## src/rtl/mips_memory_stage_buffered_pkg.sv

```systemverilog
// Shared definitions for the buffered MIPS memory stage.
// Holds the word/lane geometry, the access-size encodings, the load FSM state
// encoding and the store-queue entry layout together with a helper that packs one.
package mips_memory_stage_buffered_pkg;

  localparam int WORD_W = 32;
  localparam int BYTES  = WORD_W / 8;
  localparam int LANE_W = $clog2(BYTES);
  localparam int ADDR_L = 64;
  localparam int ADDR_W = $clog2(ADDR_L);
  localparam int STQ_D  = 4;
  localparam int CNT_W  = $clog2(STQ_D + 1);

  localparam logic [1:0] SIZE_BYTE = 2'd0;
  localparam logic [1:0] SIZE_HALF = 2'd1;
  localparam logic [1:0] SIZE_WORD = 2'd2;

  typedef enum logic [1:0] {
    IDLE    = 2'd0,
    LD_WAIT = 2'd1,
    LD_DONE = 2'd2
  } state_t;

  typedef struct packed {
    logic [ADDR_W-1:0] index;
    logic [BYTES-1:0]  bytes;
    logic [WORD_W-1:0] data;
  } store_entry_t;

  localparam int ENTRY_W = $bits(store_entry_t);

  function automatic store_entry_t packEntry(input logic [ADDR_W-1:0] index,
                                             input logic [BYTES-1:0]  bytes,
                                             input logic [WORD_W-1:0] data);
    store_entry_t e;
    e.index = index;
    e.bytes = bytes;
    e.data  = data;
    return e;
  endfunction

endpackage

```

## src/rtl/mips_memory_stage_buffered_if.sv

```systemverilog
// Signal bundle between the memory stage, the ExMem/MemWb pipeline and the word memory.
// master: the memory stage (consumes pipeline inputs and memory responses, drives the rest).
// slave : the surrounding pipeline and memory.
// Handshake: memReq and every mem* output are held stable from the cycle memReq rises
// until the cycle memAck is high; that cycle completes the transfer. memAck is never
// returned in the cycle memReq first rises. memRdata is meaningful only with memAck on a read.
// dbgState/dbgCount expose the load FSM state and the store queue occupancy.
interface mips_memory_stage_buffered_if;
  import mips_memory_stage_buffered_pkg::*;

  logic              inValid;
  logic              inLoad;
  logic              inStore;
  logic [1:0]        inSize;
  logic              inSigned;
  logic [WORD_W-1:0] inAddr;
  logic [WORD_W-1:0] inData;
  logic              stall;
  logic              outValid;
  logic [WORD_W-1:0] out;
  logic              fault;
  logic              memReq;
  logic              memWe;
  logic [ADDR_W-1:0] memAddr;
  logic [BYTES-1:0]  memBytes;
  logic [WORD_W-1:0] memWdata;
  logic              memAck;
  logic [WORD_W-1:0] memRdata;
  state_t            dbgState;
  logic [CNT_W-1:0]  dbgCount;

  modport master (
    input  inValid, inLoad, inStore, inSize, inSigned, inAddr, inData, memAck, memRdata,
    output stall, outValid, out, fault, memReq, memWe, memAddr, memBytes, memWdata,
           dbgState, dbgCount
  );

  modport slave (
    output inValid, inLoad, inStore, inSize, inSigned, inAddr, inData, memAck, memRdata,
    input  stall, outValid, out, fault, memReq, memWe, memAddr, memBytes, memWdata,
           dbgState, dbgCount
  );

endinterface

```

## src/rtl/mips_memory_store_queue.sv

```systemverilog
// Circular FIFO of posted stores.
// Ports: push/pushData enqueue (ignored when full), pop dequeues (ignored when empty),
// headData is the oldest entry, count/full/empty reflect the registered occupancy.
// Async active-high reset empties the queue; entry storage itself is not reset.
module mips_memory_store_queue #(
  parameter int DEPTH = 4,
  parameter int W     = 8
) (
  input  logic                         clk,
  input  logic                         rst,
  input  logic                         push,
  input  logic [W-1:0]                 pushData,
  input  logic                         pop,
  output logic [W-1:0]                 headData,
  output logic [$clog2(DEPTH+1)-1:0]   count,
  output logic                         full,
  output logic                         empty
);
  localparam int PTR_W = (DEPTH > 1) ? $clog2(DEPTH) : 1;
  localparam int CNT_W = $clog2(DEPTH + 1);

  logic [W-1:0]     slots [DEPTH];
  logic [PTR_W-1:0] head;
  logic [PTR_W-1:0] tail;
  logic             doPush;
  logic             doPop;

  // Pointers wrap at DEPTH, which need not be a power of two.
  function automatic logic [PTR_W-1:0] bump(input logic [PTR_W-1:0] p);
    return (p == PTR_W'(DEPTH - 1)) ? '0 : p + 1'b1;
  endfunction

  assign full     = (count == CNT_W'(DEPTH));
  assign empty    = (count == '0);
  assign doPush   = push & ~full;
  assign doPop    = pop & ~empty;
  assign headData = slots[head];

  always_ff @(posedge clk or posedge rst) begin
    if (rst) begin
      head  <= '0;
      tail  <= '0;
      count <= '0;
    end else begin
      if (doPush) tail <= bump(tail);
      if (doPop)  head <= bump(head);
      case ({doPush, doPop})
        2'b10:   count <= count + 1'b1;
        2'b01:   count <= count - 1'b1;
        default: count <= count;
      endcase
    end
  end

  always_ff @(posedge clk) begin
    if (doPush) slots[tail] <= pushData;
  end

endmodule

```

## src/rtl/mips_memory_stage_buffered.sv

```systemverilog
// Buffered MIPS memory stage: posts stores into a queue, serialises loads behind
// queued stores, and extracts/extends byte and halfword load data.
// Ports: clk, rst (async, active-high) and the bus interface (master side):
// pipeline inputs in*, stall/outValid/out/fault back to the pipeline, and the
// request/acknowledge word-memory port mem*. dbgState/dbgCount expose internal state.
module mips_memory_stage_buffered
  import mips_memory_stage_buffered_pkg::*;
(
  input  logic                        clk,
  input  logic                        rst,
  mips_memory_stage_buffered_if.master bus
);

  state_t            state, stateNext;
  logic [LANE_W-1:0] lane;
  logic [ADDR_W-1:0] index;
  logic [LANE_W+2:0] laneShift;
  logic              aligned, memOp, legal, loadOk, storeOk, illegal;
  logic [BYTES-1:0]  sizedMask;
  logic [WORD_W-1:0] sizedData, rdShift, loadVal, outReg;
  store_entry_t      pushEntry, head;
  logic [ENTRY_W-1:0] headData;
  logic [CNT_W-1:0]  count;
  logic              full, empty, pop;
  logic              unusedAddrHi;

  assign lane      = bus.inAddr[LANE_W-1:0];
  assign index     = bus.inAddr[LANE_W+ADDR_W-1:LANE_W];
  assign laneShift = {lane, 3'b000};
  // Address bits above the word index are ignored so the index wraps.
  assign unusedAddrHi = ^bus.inAddr[WORD_W-1:LANE_W+ADDR_W];

  always_comb begin
    aligned = 1'b0;
    case (bus.inSize)
      SIZE_BYTE: aligned = 1'b1;
      SIZE_HALF: aligned = ~lane[0];
      SIZE_WORD: aligned = (lane == '0);
      default:   aligned = 1'b0;
    endcase
  end

  // Gating with rst keeps every combinational output at 0 while reset is held.
  assign memOp   = bus.inValid & (bus.inLoad | bus.inStore) & ~rst;
  assign legal   = aligned & ~(bus.inLoad & bus.inStore);
  assign loadOk  = memOp & legal & bus.inLoad;
  assign storeOk = memOp & legal & bus.inStore;
  assign illegal = memOp & ~legal;

  // Store data is trimmed to the access size before being moved to its lane.
  always_comb begin
    sizedMask = '1;
    sizedData = bus.inData;
    case (bus.inSize)
      SIZE_BYTE: begin
        sizedMask = BYTES'(1);
        sizedData = WORD_W'(bus.inData[7:0]);
      end
      SIZE_HALF: begin
        sizedMask = BYTES'(3);
        sizedData = WORD_W'(bus.inData[15:0]);
      end
      default: ;
    endcase
  end

  assign pushEntry = packEntry(index, sizedMask << lane, sizedData << laneShift);
  assign head      = store_entry_t'(headData);
  // Stores drain only while no load owns the memory port.
  assign pop       = (state == IDLE) & ~empty & bus.memAck;

  mips_memory_store_queue #(.DEPTH(STQ_D), .W(ENTRY_W)) u_stq (
    .clk      (clk),
    .rst      (rst),
    .push     (storeOk),
    .pushData (pushEntry),
    .pop      (pop),
    .headData (headData),
    .count    (count),
    .full     (full),
    .empty    (empty)
  );

  always_comb begin
    rdShift = bus.memRdata >> laneShift;
    case (bus.inSize)
      SIZE_BYTE: loadVal = {{(WORD_W-8){bus.inSigned & rdShift[7]}}, rdShift[7:0]};
      SIZE_HALF: loadVal = {{(WORD_W-16){bus.inSigned & rdShift[15]}}, rdShift[15:0]};
      default:   loadVal = rdShift;
    endcase
  end

  always_ff @(posedge clk or posedge rst) begin
    if (rst) begin
      state  <= IDLE;
      outReg <= '0;
    end else begin
      state <= stateNext;
      if (state == LD_WAIT && bus.memAck) outReg <= loadVal;
    end
  end

  always_comb begin
    stateNext    = state;
    bus.stall    = 1'b0;
    bus.outValid = 1'b0;
    bus.memReq   = 1'b0;
    bus.memWe    = 1'b0;
    bus.memAddr  = '0;
    bus.memBytes = '0;
    bus.memWdata = '0;
    case (state)
      IDLE: begin
        // The store queue owns the port first so a load never overtakes an older store.
        if (!empty) begin
          bus.memReq   = 1'b1;
          bus.memWe    = 1'b1;
          bus.memAddr  = head.index;
          bus.memBytes = head.bytes;
          bus.memWdata = head.data;
        end
        if (loadOk) begin
          bus.stall = 1'b1;
          if (empty) begin
            bus.memReq  = 1'b1;
            bus.memAddr = index;
            stateNext   = LD_WAIT;
          end
        end
        // Fullness uses the registered count; a pop this cycle does not free a slot yet.
        if (storeOk && full) bus.stall = 1'b1;
      end
      LD_WAIT: begin
        bus.stall   = 1'b1;
        bus.memReq  = 1'b1;
        bus.memAddr = index;
        if (bus.memAck) stateNext = LD_DONE;
      end
      LD_DONE: begin
        bus.outValid = 1'b1;
        stateNext    = IDLE;
      end
      default: stateNext = IDLE;
    endcase
  end

  assign bus.fault    = illegal;
  assign bus.out      = outReg;
  assign bus.dbgState = state;
  assign bus.dbgCount = count;

endmodule

```

## src/flat_wrapper.sv

```systemverilog
// flat-port wrapper written by rule: the top's interface ports become plain ports
module mips_memory_stage_buffered_flat import mips_memory_stage_buffered_pkg::*;
  (clk, rst, bus_inValid, bus_inLoad, bus_inStore, bus_inSize, bus_inSigned, bus_inAddr, bus_inData, bus_memAck, bus_memRdata, bus_stall, bus_outValid, bus_out, bus_fault, bus_memReq, bus_memWe, bus_memAddr, bus_memBytes, bus_memWdata, bus_dbgState, bus_dbgCount);
  mips_memory_stage_buffered_if bus_i ();
  input  logic clk;
  input  logic rst;
  input wire logic [$bits(bus_i.inValid)-1:0] bus_inValid;
  input wire logic [$bits(bus_i.inLoad)-1:0] bus_inLoad;
  input wire logic [$bits(bus_i.inStore)-1:0] bus_inStore;
  input wire logic [$bits(bus_i.inSize)-1:0] bus_inSize;
  input wire logic [$bits(bus_i.inSigned)-1:0] bus_inSigned;
  input wire logic [$bits(bus_i.inAddr)-1:0] bus_inAddr;
  input wire logic [$bits(bus_i.inData)-1:0] bus_inData;
  input wire logic [$bits(bus_i.memAck)-1:0] bus_memAck;
  input wire logic [$bits(bus_i.memRdata)-1:0] bus_memRdata;
  output wire logic [$bits(bus_i.stall)-1:0] bus_stall;
  output wire logic [$bits(bus_i.outValid)-1:0] bus_outValid;
  output wire logic [$bits(bus_i.out)-1:0] bus_out;
  output wire logic [$bits(bus_i.fault)-1:0] bus_fault;
  output wire logic [$bits(bus_i.memReq)-1:0] bus_memReq;
  output wire logic [$bits(bus_i.memWe)-1:0] bus_memWe;
  output wire logic [$bits(bus_i.memAddr)-1:0] bus_memAddr;
  output wire logic [$bits(bus_i.memBytes)-1:0] bus_memBytes;
  output wire logic [$bits(bus_i.memWdata)-1:0] bus_memWdata;
  output wire logic [$bits(bus_i.dbgState)-1:0] bus_dbgState;
  output wire logic [$bits(bus_i.dbgCount)-1:0] bus_dbgCount;
  assign bus_i.inValid = bus_inValid;
  assign bus_i.inLoad = bus_inLoad;
  assign bus_i.inStore = bus_inStore;
  assign bus_i.inSize = bus_inSize;
  assign bus_i.inSigned = bus_inSigned;
  assign bus_i.inAddr = bus_inAddr;
  assign bus_i.inData = bus_inData;
  assign bus_i.memAck = bus_memAck;
  assign bus_i.memRdata = bus_memRdata;
  assign bus_stall = bus_i.stall;
  assign bus_outValid = bus_i.outValid;
  assign bus_out = bus_i.out;
  assign bus_fault = bus_i.fault;
  assign bus_memReq = bus_i.memReq;
  assign bus_memWe = bus_i.memWe;
  assign bus_memAddr = bus_i.memAddr;
  assign bus_memBytes = bus_i.memBytes;
  assign bus_memWdata = bus_i.memWdata;
  assign bus_dbgState = bus_i.dbgState;
  assign bus_dbgCount = bus_i.dbgCount;
  mips_memory_stage_buffered u_core (.clk(clk), .rst(rst), .bus(bus_i));
endmodule
```

## config.mk

```make
export PLATFORM = sky130hd
export DESIGN_NAME = mips_memory_stage_buffered_flat
export DESIGN_NICKNAME = d
export VERILOG_FILES = /design/src/rtl/mips_memory_stage_buffered_pkg.sv /design/src/rtl/mips_memory_stage_buffered_if.sv /design/src/rtl/mips_memory_store_queue.sv /design/src/rtl/mips_memory_stage_buffered.sv /design/src/flat_wrapper.sv
export SDC_FILE = /design/constraint.sdc
export NUM_CORES = 1
export LEC_CHECK = 0
export ABC_CLOCK_PERIOD_IN_PS = 2870
export CAP_MARGIN = 20
export CORE_MARGIN = 2
export CORE_UTILIZATION = 52
export DETAILED_ROUTE_END_ITERATION = 10
export PLACE_DENSITY_LB_ADDON = 0.3
export SLEW_MARGIN = 20
export SYNTH_ARGS = -nofsm -noshare
export SYNTH_HDL_FRONTEND = slang
export SYNTH_SLANG_ARGS = --single-unit
```

## constraint.sdc

```tcl
create_clock -name clk -period 2.87 [get_ports clk]
set_clock_uncertainty 0.1 [all_clocks]
set_input_delay 0.4305 -clock clk [delete_from_list [all_inputs] [get_ports clk]]
set_output_delay 0.4305 -clock clk [all_outputs]
set_load 0.02 [all_outputs]
```

# Yosys cells after proc, flatten, opt, wreduce, memory -nomap -nowiden
# Memories as Yosys holds them, arrays and structs flattened.
# Cells that the tools add are included.
# classes
mux	30
shift	3
n_reduce_logical	8
n_addsub	4
n_eq_ne	12
bitwise	21
# op_table
operator	n
$pmux W32 S2	2
$mux W32	2
$shl A32 B5 Y32	1
$shr A32 B5 Y32	1
$mux W6	3
$and A1 B1 Y1	14
$pmux W6 S2	1
$eq A2 B2 Y1 const B	5
$mux W2	5
$mux W1	9
$mux W4	2
$pmux W4 S2	1
$eq A2 B1 Y1 const B	3
$logic_not A2 Y1	3
$not A1 Y1	6
$pmux W3 S2	1
$add A2 B1 Y2 const B	2
$ne A2 B1 Y1 const B	2
$pmux W1 S2	2
$pmux W2 S2	1
$shl A4 B2 Y4	1
$add A3 B1 Y3 const B	1
$eq A3 B3 Y1 const B	1
$logic_not A3 Y1	1
other kinds (7)	8
# word_totals
n_memories	1
inputBits	105
register_bits	41
word_cells	84
ramBits	168
# memory_table
memory	depth	word_bits	rd	rd_ports_with_merged_regs	wr	line	text
u_core.u_stq.slots	4	42	1	0	1	mips_memory_store_queue.sv:22	logic [W-1:0] slots [DEPTH];

# Depth between registers and ports, before layout
# Gate-level depths: netlist of the first run.
# logic_depth
depth_word	8
ltp_mapped	11
depth_no_buf	10

# By module
# Synthesis of the first run repeated with hierarchy kept, for this count alone.
# unflattened
hier_cells	622
hier_area_um2	9371.5
# modules_own_cells
mod	area_each_um2	cells_each	seq_area_each_um2	n_inst
mips_memory_store_queue	6572.6	261	5220.0	1
mips_memory_stage_buffered	2798.9	361	850.8	1

# Worst setup path before layout of the first run
# OpenSTA, ideal clock, no wires.
# synth_timing
path_type	input port to flip-flop
startpoint	in bus_inAddr[1]
endpoint	mem u_core.u_stq.slots[3][0] (netlist name) (enable)
t_required_ns	2.367
setup_slack_ns	0.047
t_arrival_ns	2.320
path_stages	5
n_path_buf	1
cell_sequence	buf_6 > nor3_1 > o21ai_1 > nor3b_4 > and2_1
# synth_via
elab_chain_len	8
# synth_lines
element	line	text
start, declared	flat_wrapper.sv:12	input wire logic [$bits(bus_i.inAddr)-1:0] bus_inAddr;
$logic_not A2 Y1	mips_memory_stage_buffered.sv:38	SIZE_WORD: aligned = (lane == '0);
$pmux W1 S3	mips_memory_stage_buffered.sv:35	case (bus.inSize)
$and A1 B1 Y1	mips_memory_stage_buffered.sv:45	assign legal = aligned & ~(bus.inLoad & bus.inStore);
$and A1 B1 Y1 (2 in series)	mips_memory_stage_buffered.sv:47	assign storeOk = memOp & legal & bus.inStore;
$and A1 B1 Y1	mips_memory_store_queue.sv:35	assign doPush = push & ~full;
$mux W1	mips_memory_store_queue.sv:56	if (doPush) slots[tail] <= pushData;
$mux W1 (implied by the code)	mips_memory_store_queue.sv:56	
end, declared	mips_memory_store_queue.sv:22	
# No other way between the ends.

# Worst setup path after layout of the first run
# layout_timing
startpoint	reg u_core.u_stq.head[0]
endpoint	out bus_memAddr[5]
# layout_via
elab_chain_len	5
# layout_lines
element	line	text
start, declared	mips_memory_store_queue.sv:23	logic [PTR_W-1:0] head;
start signal, assigned	mips_memory_store_queue.sv:46	if (doPop) head <= bump(head);
$mem_v2 Z4 W42 *	--	
$mux W6 *	mips_memory_stage_buffered.sv:115	if (!empty) begin
$mux W6	mips_memory_stage_buffered.sv:124	if (empty) begin
$mux W6 *	mips_memory_stage_buffered.sv:122	if (loadOk) begin
$pmux W6 S2 *	mips_memory_stage_buffered.sv:112	case (state)
end, declared	flat_wrapper.sv:22	output wire logic [$bits(bus_i.memAddr)-1:0] bus_memAddr;
# Every way passes the cells marked *; elsewhere a longest branch is shown, timed or not.

==> results of run 1 <==
[how the worst max path moves through the flow]
stage,depth (start not counted),from,to
floorplan,5,bus_inAddr[1],u_core.u_stq.slots[3][0]$_DFFE_PP_
global placement,7,bus_inLoad,bus_memAddr[1]
detailed placement,7,bus_inLoad,bus_memAddr[4]
CTS,4,u_core.u_stq.head[0]$_DFFE_PP0P_,bus_memWdata[31]
global route,4,u_core.u_stq.head[0]$_DFFE_PP0P_,bus_memAddr[5]
finish,4,u_core.u_stq.head[0]$_DFFE_PP0P_,bus_memAddr[5]
[flip-flops by register name, indices dropped and copies added, names as in the netlist]
name                 flops
u_core.bus.dbgState      2
u_core.u_stq.head        2
u_core.u_stq.count       3
u_core.bus.out          32
u_core.u_stq.tail        2
u_core.u_stq.slots     168
[cells by family (layout without fill, tap and decap cells)]
logic type | count (synthesis) | in the layout | synth area share, %
flops | 209 | 209 | 64.8
fa+ha+maj | 7 | 7 | 1.02
mux | 84 | 84 | 14.8
simple gates | 157 | 157 | 9.01
compound gates | 99 | 99 | 7.59
xor+xnor | 3 | 3 | 0.281
buf+inv | 50 | 249 | 2.49
[placed cells by master, fill, tap and decap left out, types with 2 or more instances in the layout]
master           instances
edfxtp_1               168
clkdlybuf4s50_1        117
and2_1                  59
nor2_1                  50
mux4_2                  43
dlygate4sd2_1           42
dfrtp_1                 39
mux2i_1                 36
clkbuf_16               25
buf_4                   25
a21oi_1                 19
nand2_1                 19
o21ai_0                 17
o22a_1                  16
o22ai_1                 16
nor2b_1                 13
inv_1                   10
a22oi_1                  8
buf_12                   8
a31o_2                   7
clkinv_1                 6
a22o_1                   6
ha_1                     6
mux2_2                   5
nand2b_1                 4
and2_2                   4
clkinv_2                 4
nor3b_4                  3
bufinv_16                3
dlymetal6s2s_1           3
nor3_2                   2
xor2_1                   2
clkbuf_1                 2
buf_2                    2
dfrtp_2                  2
[cell type report]
cell class | count | area, um^2 | area share (%)
clock buffers | 25 | 583 | 4.78
clock inverters | 14 | 145 | 1.19
inverters | 11 | 41.3 | 0.338
multi-input cells | 350 | 3090 | 25.3
flip-flops and latches | 209 | 6070 | 49.8
well taps | 229 | 287 | 2.35
repair buffers | 199 | 1980 | 16.3
[stage by stage]
stage	hold WS [ns]	utilization, %
2_1_floorplan	0.429	-
3_3_place_gp	0.388	64.1
3_5_place_dp	0.397	64.1
4_1_cts	0.258	68.0
5_1_grt	0.316	68.4
6_report	0.295	68.4
[repair_timing]
action	4_1_cts	5_1_grt
gates cloned	0	2
setup endpoints to repair	44	5
hold buffers	0	0
pin swaps	0	0
gates resized for setup	45	6
[where the power goes]
part           internal [mW]  switching, mW
registers               3.60          0.259
clock network           1.72           1.13
logic                   2.12           2.10
total                   7.45           3.49
[tightest hold or removal path, stage by stage]
cell and delay (ns):
clkdlybuf4s50_1 0.42, inv_1 0.06, buf_4 0.45
[routing by layer]
layer,global-route usage (%),wire length [um],up-vias
li1,-,-,2690
met1,30.2,8830,2993
met2,39.3,11300,297
met3,6.06,2060,44
met4,5.75,454,2
met5,0,13,-
==> flow_summary_export.csv, run 1 <==
group,metric,value,unit
status,outcome,"completed",
sta,slew_headroom,42.6,%
layout,diodes,0,
sta,tightest_slew,0.858,ns
synth,avgSynthCellArea,15.4,um^2
synth,ys_top_cells_by_count,"edfxtp_1, and2_1, nor2_1",
clock_tree,clockBufferDepth,3,
synth,ys_types,44,
global_routing,grt_pass1_vias,6327,
place,gp_congestion,0.833,
floorplanning,die_w,138,um
hold_path,hp-class,"input pin to async pin",
clock_tree,cts_max_level,1,
sta,hold_viol,0,
clock_tree,path_clk_slew,0.06,ns
sta,fmax,358,MHz
critical_path,end_kind,"output port",
pwr,p_total,10.9,mW
global_routing,grt_pass1_wl,35000,um
synth,synth_ff_type,"edfxtp_1",
critical_path,slowest_stage,"mux4_2",
layout,area_growth_syn_to_layout,30.3,%
route,routedWlPerCell,21.8,um
clock_tree,cts_root_buf,"clkbuf_16",
job,drv_cap,0,
synth,syn-cell-area,9360,um^2
clock_tree,clock-sinks,209,
route,drc,0,
layout,final_nets,905,
critical_path,worst_setup_path_start_kind,"flip-flop",
synth,synth.area.top_cells,"edfxtp_1, dfrtp_1, mux4_2, and2_1, mux2i_1",
critical_path,r2r-start,"u_core.u_stq.count[0]$_DFFE_PP0P_",
floorplanning,ios,189,
floorplanning,die_h,138,um
route,num_vias,6026,
synth,syn-num-nets,721,
synth,synth_most_common_cell,"edfxtp_1",
critical_path,worst_ep_arrival_time,2.26,ns
place,dp_hpwl,14900,um
global_routing,track_usage,23.2,%
synth,ys_ff_latch,209,
place,io_buffers,164,
place,dp_cells,996,
layout,fillCellCount,1199,
synth,synth_top_area_cell,"edfxtp_1",
synth,yosys_warnings,0,
place,placed_cell_area,11400,um^2
pwr,cellPowerDensity,896,nW/um^2
sta,fin_ws,0.0797,ns
critical_path,cp_cell_sequence,"buf_12, mux4_2, a22o_1, dlygate4sd2_1",
route,routed_wl,22600,um
sta,fin_crit_sh,97.2,%
synth,synth_top_area_share,53.9,%
layout,fin_area,12200,um^2
floorplanning,initial_core_util,52.5,%
global_routing,grt_max_degree,66,
critical_path,path_delay_family,"buffers and inverters",
critical_path,critPathMaxStageDelay,0.51,ns
critical_path,reg2reg_depth,12,
clock_tree,post_cts.repair.setup_buffers,0,
sta,tns,0,ns
pwr,peakVddDrop,0.647,mV
clock_tree,cts-buffers-inserted,22,
clock_tree,clkLatencyLatePin,0.50,ns
route,drtPass1Iterations,5,
route,via_per_inst,5.81,
floorplanning,core_area,17800,um^2
pwr,p_leak,4.55,nW
critical_path,critPathMaxFanout,15,
synth,yosysSeqAreaShare,64.8,%
route,antenna_left,0,
critical_path,reg2reg_to,"u_core.u_stq.count[2]$_DFFE_PP0P_",
place,dp_slack,-0.0772,ns
critical_path,critPathKind,"flip-flop to output port",
layout,drive_gt1_share,17.3,%
critical_path,worst-path-buf-inv,2,
floorplanning,dieArea,19100,um^2
floorplanning,rows,49,
route,drt_iter0_markers,447,
global_routing,antenna_found_initial,1,
clock_tree,cts_tree,"done",
synth,syn_inst,609,
critical_path,r2r_setup_slack,0.31,ns
synth,synth-edff-count,168,
synth,async_flop_share,19.6,%
sta,fin_crit,2.79,ns
sta,maxSlewViolCount,0,
global_routing,grt-ovfl-total,0,
critical_path,required,2.34,ns
layout,stdcell_count,1037,
sta,setup_viol,0,
Power figures use the tool's default switching activity.
==> run 2: changes to the inputs <==
--- a/config.mk
+++ b/config.mk
@@ -11,6 +11,7 @@
 export CORE_UTILIZATION = 52
 export DETAILED_ROUTE_END_ITERATION = 10
 export PLACE_DENSITY_LB_ADDON = 0.3
+export REMOVE_ABC_BUFFERS = 1
 export SLEW_MARGIN = 20
 export SYNTH_ARGS = -nofsm -noshare
 export SYNTH_HDL_FRONTEND = slang
==> run 2 against run 1 <==
Compared with the run above:
- cell area grew 0.89%
- flip-flop and latch count stayed put
- via count grew 0.71%
- power hardly changed
- highest routed layer is now met4
==> flow_summary_export.csv, run 2 (synthesis results as in run 1) <==
group,metric,value,unit
status,outcome,"completed",
clock_tree,path_clk_slew,0.06,ns
clock_tree,cts_tree,"done",
floorplanning,die_h,138,um
clock_tree,cts-buffers-inserted,22,
critical_path,reg2reg_to,"u_core.u_stq.count[2]$_DFFE_PP0P_",
place,dp_hpwl,14700,um
critical_path,critPathKind,"flip-flop to output port",
clock_tree,hold_buffers,0,
critical_path,cp_cell_sequence,"buf_4, buf_12, mux4_2, a22o_1, dlygate4sd2_1",
route,routedWlPerCell,21.8,um
global_routing,grt_max_degree,49,
critical_path,end_kind,"output port",
layout,area_growth_syn_to_layout,31.5,%
critical_path,r2r_setup_slack,0.41,ns
critical_path,r2r-start,"u_core.u_stq.count[2]$_DFFE_PP0P_",
sta,rsz0062_at_grt,"no",
layout,final_nets,914,
sta,fin_crit,2.76,ns
sta,setup_viol,0,
clock_tree,clkLatencyLatePin,0.50,ns
global_routing,grt.busiest_layer,"met2",
sta,fin_crit_sh,96.0,%
floorplanning,initial_core_util,52.5,%
layout,layout_common_cells,"edfxtp_1, clkdlybuf4s50_1, and2_1",
global_routing,use_met2,40.5,%
global_routing,grt_pass1_vias,6470,
route,via_per_inst,5.81,
hold_path,hp-class,"input pin to async pin",
critical_path,reg2reg_depth,12,
critical_path,path_delay_family,"buffers and inverters",
critical_path,required,2.34,ns
floorplanning,core_area,17800,um^2
route,num_vias,6069,
sta,maxSlewViolCount,0,
global_routing,grt_util_met1,30.1,%
global_routing,antenna_found_initial,0,
layout,layout_commonest_cell,"edfxtp_1",
global_routing,grt-ovfl-total,0,
sta,tightest_slew,0.856,ns
route,drtPass1Iterations,6,
route,antenna_left,0,
pwr,cellPowerDensity,888,nW/um^2
pwr,p_leak,4.56,nW
layout,max_flop_register,"u_core.u_stq.slots",
layout,drive_gt1_share,18.8,%
layout,final_util,69.0,%
critical_path,worst_setup_path_start_kind,"flip-flop",
clock_tree,clock-sinks,209,
critical_path,slowest_stage,"mux4_2",
critical_path,critPathMaxFanout,12,
route,drc,0,
global_routing,met3_usage,5.68,%
floorplanning,rows,49,
critical_path,critPathMaxStageDelay,0.50,ns
clock_tree,clockBufferDepth,3,
sta,slew_headroom,42.8,%
route,drt_iter0_markers,454,
clock_tree,cts_max_level,1,
floorplanning,dieArea,19100,um^2
floorplanning,die_w,138,um
route,routed_wl,22800,um
layout,diodes,0,
sta,fmax,363,MHz
job,drv_cap,0,
critical_path,worst-path-buf-inv,3,
global_routing,grt_pass1_wl,35500,um
clock_tree,cts_root_buf,"clkbuf_16",
floorplanning,ios,189,
sta,holdWs,0.107,ns
critical_path,worst_ep_arrival_time,2.22,ns
layout,largest_reg_flops,168,
sta,hold_viol,0,
pwr,p_total,10.9,mW
place,gp_congestion,0.805,
pwr,peakVddDrop,0.606,mV
global_routing,track_usage,23.7,%
place,io_buffers,164,
-- run 2: changes by cell type in the layout (fill, tap and decap cells not counted), sizes merged --
cell          delta
buf             +11
bufinv           -2
clkbuf           +1
dlygate4sd2      +2
clkinv           -2
dlymetal6s2s     -2
-- run 2: metal layers --
layer / wire [um] / vias up
met4: 580 / 0
met2: 11400 / 299
met5: 0 / -
met3: 2010 / 44
li1: - / 2713
met1: 8800 / 3013
-- run 2: power by group --
part           total, mW  leakage [nW]  internal, mW  switching (mW)
combinational       4.36          2.19          2.19            2.17
sequential          3.83          2.03          3.61           0.226
clock               2.74         0.345          1.61            1.13
total               10.9          4.56          7.41            3.53
-- run 2: worst max path at each step --
stage                           end  cells after the start                              start
global placement     bus_memAddr[2]                      7                      bus_inSize[0]
finish               bus_memAddr[5]                      5   u_core.u_stq.head[0]$_DFFE_PP0P_
global route        bus_memWdata[0]                      5   u_core.u_stq.head[0]$_DFFE_PP0P_
CTS                 bus_memBytes[2]                      6  u_core.u_stq.count[0]$_DFFE_PP0P_
floorplan            bus_memAddr[5]                      2   u_core.u_stq.head[0]$_DFFE_PP0P_
detailed placement   bus_memAddr[5]                      7                      bus_inSize[0]
-- run 2: per-stage QoR --
step	setup TNS [ns]	worst slack [ns]	instances	instance area (um^2)
detailed placement	-36.20	-0.373	999	11500
floorplan	-14.07	-0.406	570	9170
CTS	0	0.00693	1045	12300
global route	0	0.0415	1045	12300
finish	0	0.115	1045	12300
global placement	-25.45	-0.324	999	11500
-- run 2: cell type report --
| cell class | count | area (um^2) |
|---|---|---|
| Tap cell | 229 | 287 |
| Sequential cell | 209 | 6080 |
| Inverter | 11 | 41.3 |
| Timing Repair Buffer | 208 | 2100 |
| Fill cell | 1189 | 5530 |
| Clock inverter | 10 | 85.1 |
| Clock buffer | 28 | 614 |
| Multi-Input combinational cell | 350 | 3110 |
-- run 2: what timing repair did --
item,CTS,global route
hold endpoints to repair,0,0
resized for setup,56,1
cloned,1,0
setup buffers,7,0
endpoints found under the setup margin,45,1
==> run 3: changes to the inputs <==
--- a/config.mk
+++ b/config.mk
@@ -8,7 +8,8 @@
 export ABC_CLOCK_PERIOD_IN_PS = 2870
 export CAP_MARGIN = 20
 export CORE_MARGIN = 2
-export CORE_UTILIZATION = 52
+export CORE_UTILIZATION = 53
+export CTS_BUF_LIST = sky130_fd_sc_hd__clkbuf_2
 export DETAILED_ROUTE_END_ITERATION = 10
 export PLACE_DENSITY_LB_ADDON = 0.3
 export REMOVE_ABC_BUFFERS = 1
==> run 3 against run 2 <==
Compared with the run above:
- the run now ends with setup timing left
- routed wire length grew 2.2%
- via count grew 3.9%
- clock-buffer cell count grew 49
- combinational power grew 20%
- global-route usage grew 1.8 points
- cell area shrank 0.16%
- power grew 0.18%
- largest power group unchanged
==> flow_summary_export.csv, run 3 (synthesis results as in run 1) <==
group,metric,value,unit
clock_tree,path_clk_slew,0.11,ns
sta,tns,-0.235,ns
clock_tree,cts-buffers-inserted,48,
global_routing,grt_max_degree,42,
sta,rsz0062_at_grt,"yes",
layout,stdcell_count,1103,
layout,final_nets,953,
floorplanning,dieArea,18700,um^2
sta,hold_viol,0,
hold_path,hold_depth,5,
floorplanning,ios,189,
critical_path,reg2reg_depth,13,
clock_tree,clkLatencyLatePin,0.73,ns
hold_path,hp-class,"input pin to flip-flop",
layout,layout_commonest_cell,"edfxtp_1",
layout,area_growth_syn_to_layout,31.3,%
layout,fillCellCount,1155,
status,failed_checks,"setup timing",
clock_tree,cts_max_level,2,
floorplanning,die_w,137,um
pwr,cellPowerDensity,891,nW/um^2
place,dp_hpwl,14300,um
sta,tightest_slew,0.822,ns
place,gp_congestion,0.795,
job,drv_cap,0,
place,dp_cells,993,
critical_path,worst_ep_arrival_time,2.39,ns
floorplanning,core_area,17300,um^2
sta,maxSlewViolCount,0,
route,num_vias,6304,
floorplanning,die_h,137,um
layout,layout_common_cells,"edfxtp_1, clkdlybuf4s50_1, clkbuf_2",
route,antenna_left,0,
layout,largest_reg_flops,168,
pwr,peakVddDrop,0.565,mV
global_routing,antenna_found_initial,1,
route,routedWlPerCell,21.1,um
sta,setup_viol,9,
sta,slew_headroom,45.0,%
global_routing,grt-ovfl-total,0,
layout,drive_gt1_share,32.4,%
critical_path,critPathKind,"flip-flop to output port",
route,drt_iter0_markers,459,
global_routing,track_usage,25.5,%
sta,fin_crit,2.92,ns
critical_path,worst_setup_path_start_kind,"flip-flop",
layout,max_flop_register,"u_core.u_stq.slots",
global_routing,grt_pass1_wl,35500,um
critical_path,required,2.34,ns
floorplanning,rows,48,
sta,fin_ws,-0.0479,ns
sta,fin_crit_sh,102,%
clock_tree,clockBufferDepth,3,
clock_tree,clock-sinks,209,
route,drtPass1Iterations,5,
sta,fmax,343,MHz
route,routed_wl,23300,um
global_routing,grt_pass1_vias,6614,
layout,multi_input_area,3170,um^2
route,via_per_inst,5.72,
critical_path,critPathMaxFanout,7,
place,io_buffers,164,
clock_tree,cts_root_buf,"clkbuf_2",
floorplanning,initial_core_util,54.1,%
status,outcome,"finished, violations left",
layout,seq_area,6080,um^2
critical_path,end_kind,"output port",
route,drc,0,
clock_tree,cts_tree,"done",
critical_path,r2r_setup_slack,0.32,ns
pwr,p_leak,4.71,nW
run 3: cell count changes in the layout (fill, tap and decap cells not counted), moves of 5 or more:
| cell | before | now |
|---|---|---|
| clkbuf_2 | 0 | 78 |
| dlygate4sd2_1 | 44 | 2 |
| buf_6 | 2 | 41 |
| and2_1 | 59 | 30 |
| and2_4 | 0 | 29 |
| clkbuf_16 | 23 | 0 |
| buf_2 | 2 | 11 |
| buf_4 | 28 | 34 |
| clkinv_1 | 3 | 8 |
run 3: metrics by stage:
stage	setup WS (ns)	util (%)	area [um^2]	power [mW]	hold WS (ns)
global placement	-0.249	66.2	11500	8.29	0.392
global route	-0.121	71.1	12300	11.5	0.105
floorplan	-0.406	-	9170	6.32	0.429
finish	-0.0479	71.1	12300	11.0	0.143
detailed placement	-0.311	66.2	11500	8.38	0.396
CTS	-0.158	70.4	12200	10.8	0.0806
run 3: repair_timing:
action / in CTS / in global routing
setup buffers: 18 / 4
gates resized for setup: 249 / 50
gates cloned: 3 / 0
hold buffers: 1 / 0
hold endpoints to repair: 9 / 0
endpoints found under the setup margin: 46 / 38
pin swaps: 22 / 9
run 3: final cells by class:
| class | instances | share of cell area, % |
|---|---|---|
| clock buffer | 77 | 3.14 |
| sequential | 209 | 49.5 |
| antenna | 1 | 0.0204 |
| inverter | 11 | 0.336 |
| tap | 225 | 2.29 |
| multi-input combinational | 350 | 25.8 |
| clock inverter | 9 | 0.499 |
| timing repair buffer | 221 | 18.5 |
run 3: worst paths after layout:
path / startpoint / endpoint
worst max-delay path: u_core.u_stq.head[0]$_DFFE_PP0P_ / bus_memWdata[10]
worst min-delay path: bus_inAddr[0] / u_core.bus.out[15]$_DFFE_PP0P_
worst max register to register: u_core.u_stq.count[2]$_DFFE_PP0P_ / u_core.u_stq.count[2]$_DFFE_PP0P_
worst min register to register: u_core.bus.out[26]$_DFFE_PP0P_ / u_core.bus.out[26]$_DFFE_PP0P_
max in group asynchronous: rst / u_core.bus.out[14]$_DFFE_PP0P_
min in group asynchronous: rst / u_core.bus.dbgState[1]$_DFFE_PP0P_
run 3: power by group:
| group | switching [mW] | internal, mW | total [mW] |
|---|---|---|---|
| Clock | 1.10 | 0.787 | 1.88 |
| Combinational | 2.38 | 2.88 | 5.25 |
| Sequential | 0.215 | 3.60 | 3.82 |
| Total | 3.69 | 7.27 | 11.0 |
run 3: per-layer routing:
layer / up-vias / GRT usage (%) / share of wire [%]
met3: 47 / 5.74 / 8.3
met2: 279 / 42.8 / 51
met4: 0 / 9.11 / 2.3
met1: 3153 / 32.8 / 38
li1: 2825 / - / -
met5: - / 0 / 0
run 3: critical path: stages, from the launching register on:
cell and delay, ns:
dfrtp_4 0.51, buf_12 0.16, buf_12 0.14, buf_12 0.12, mux4_2 0.44, and2_4 0.16, buf_6 0.12
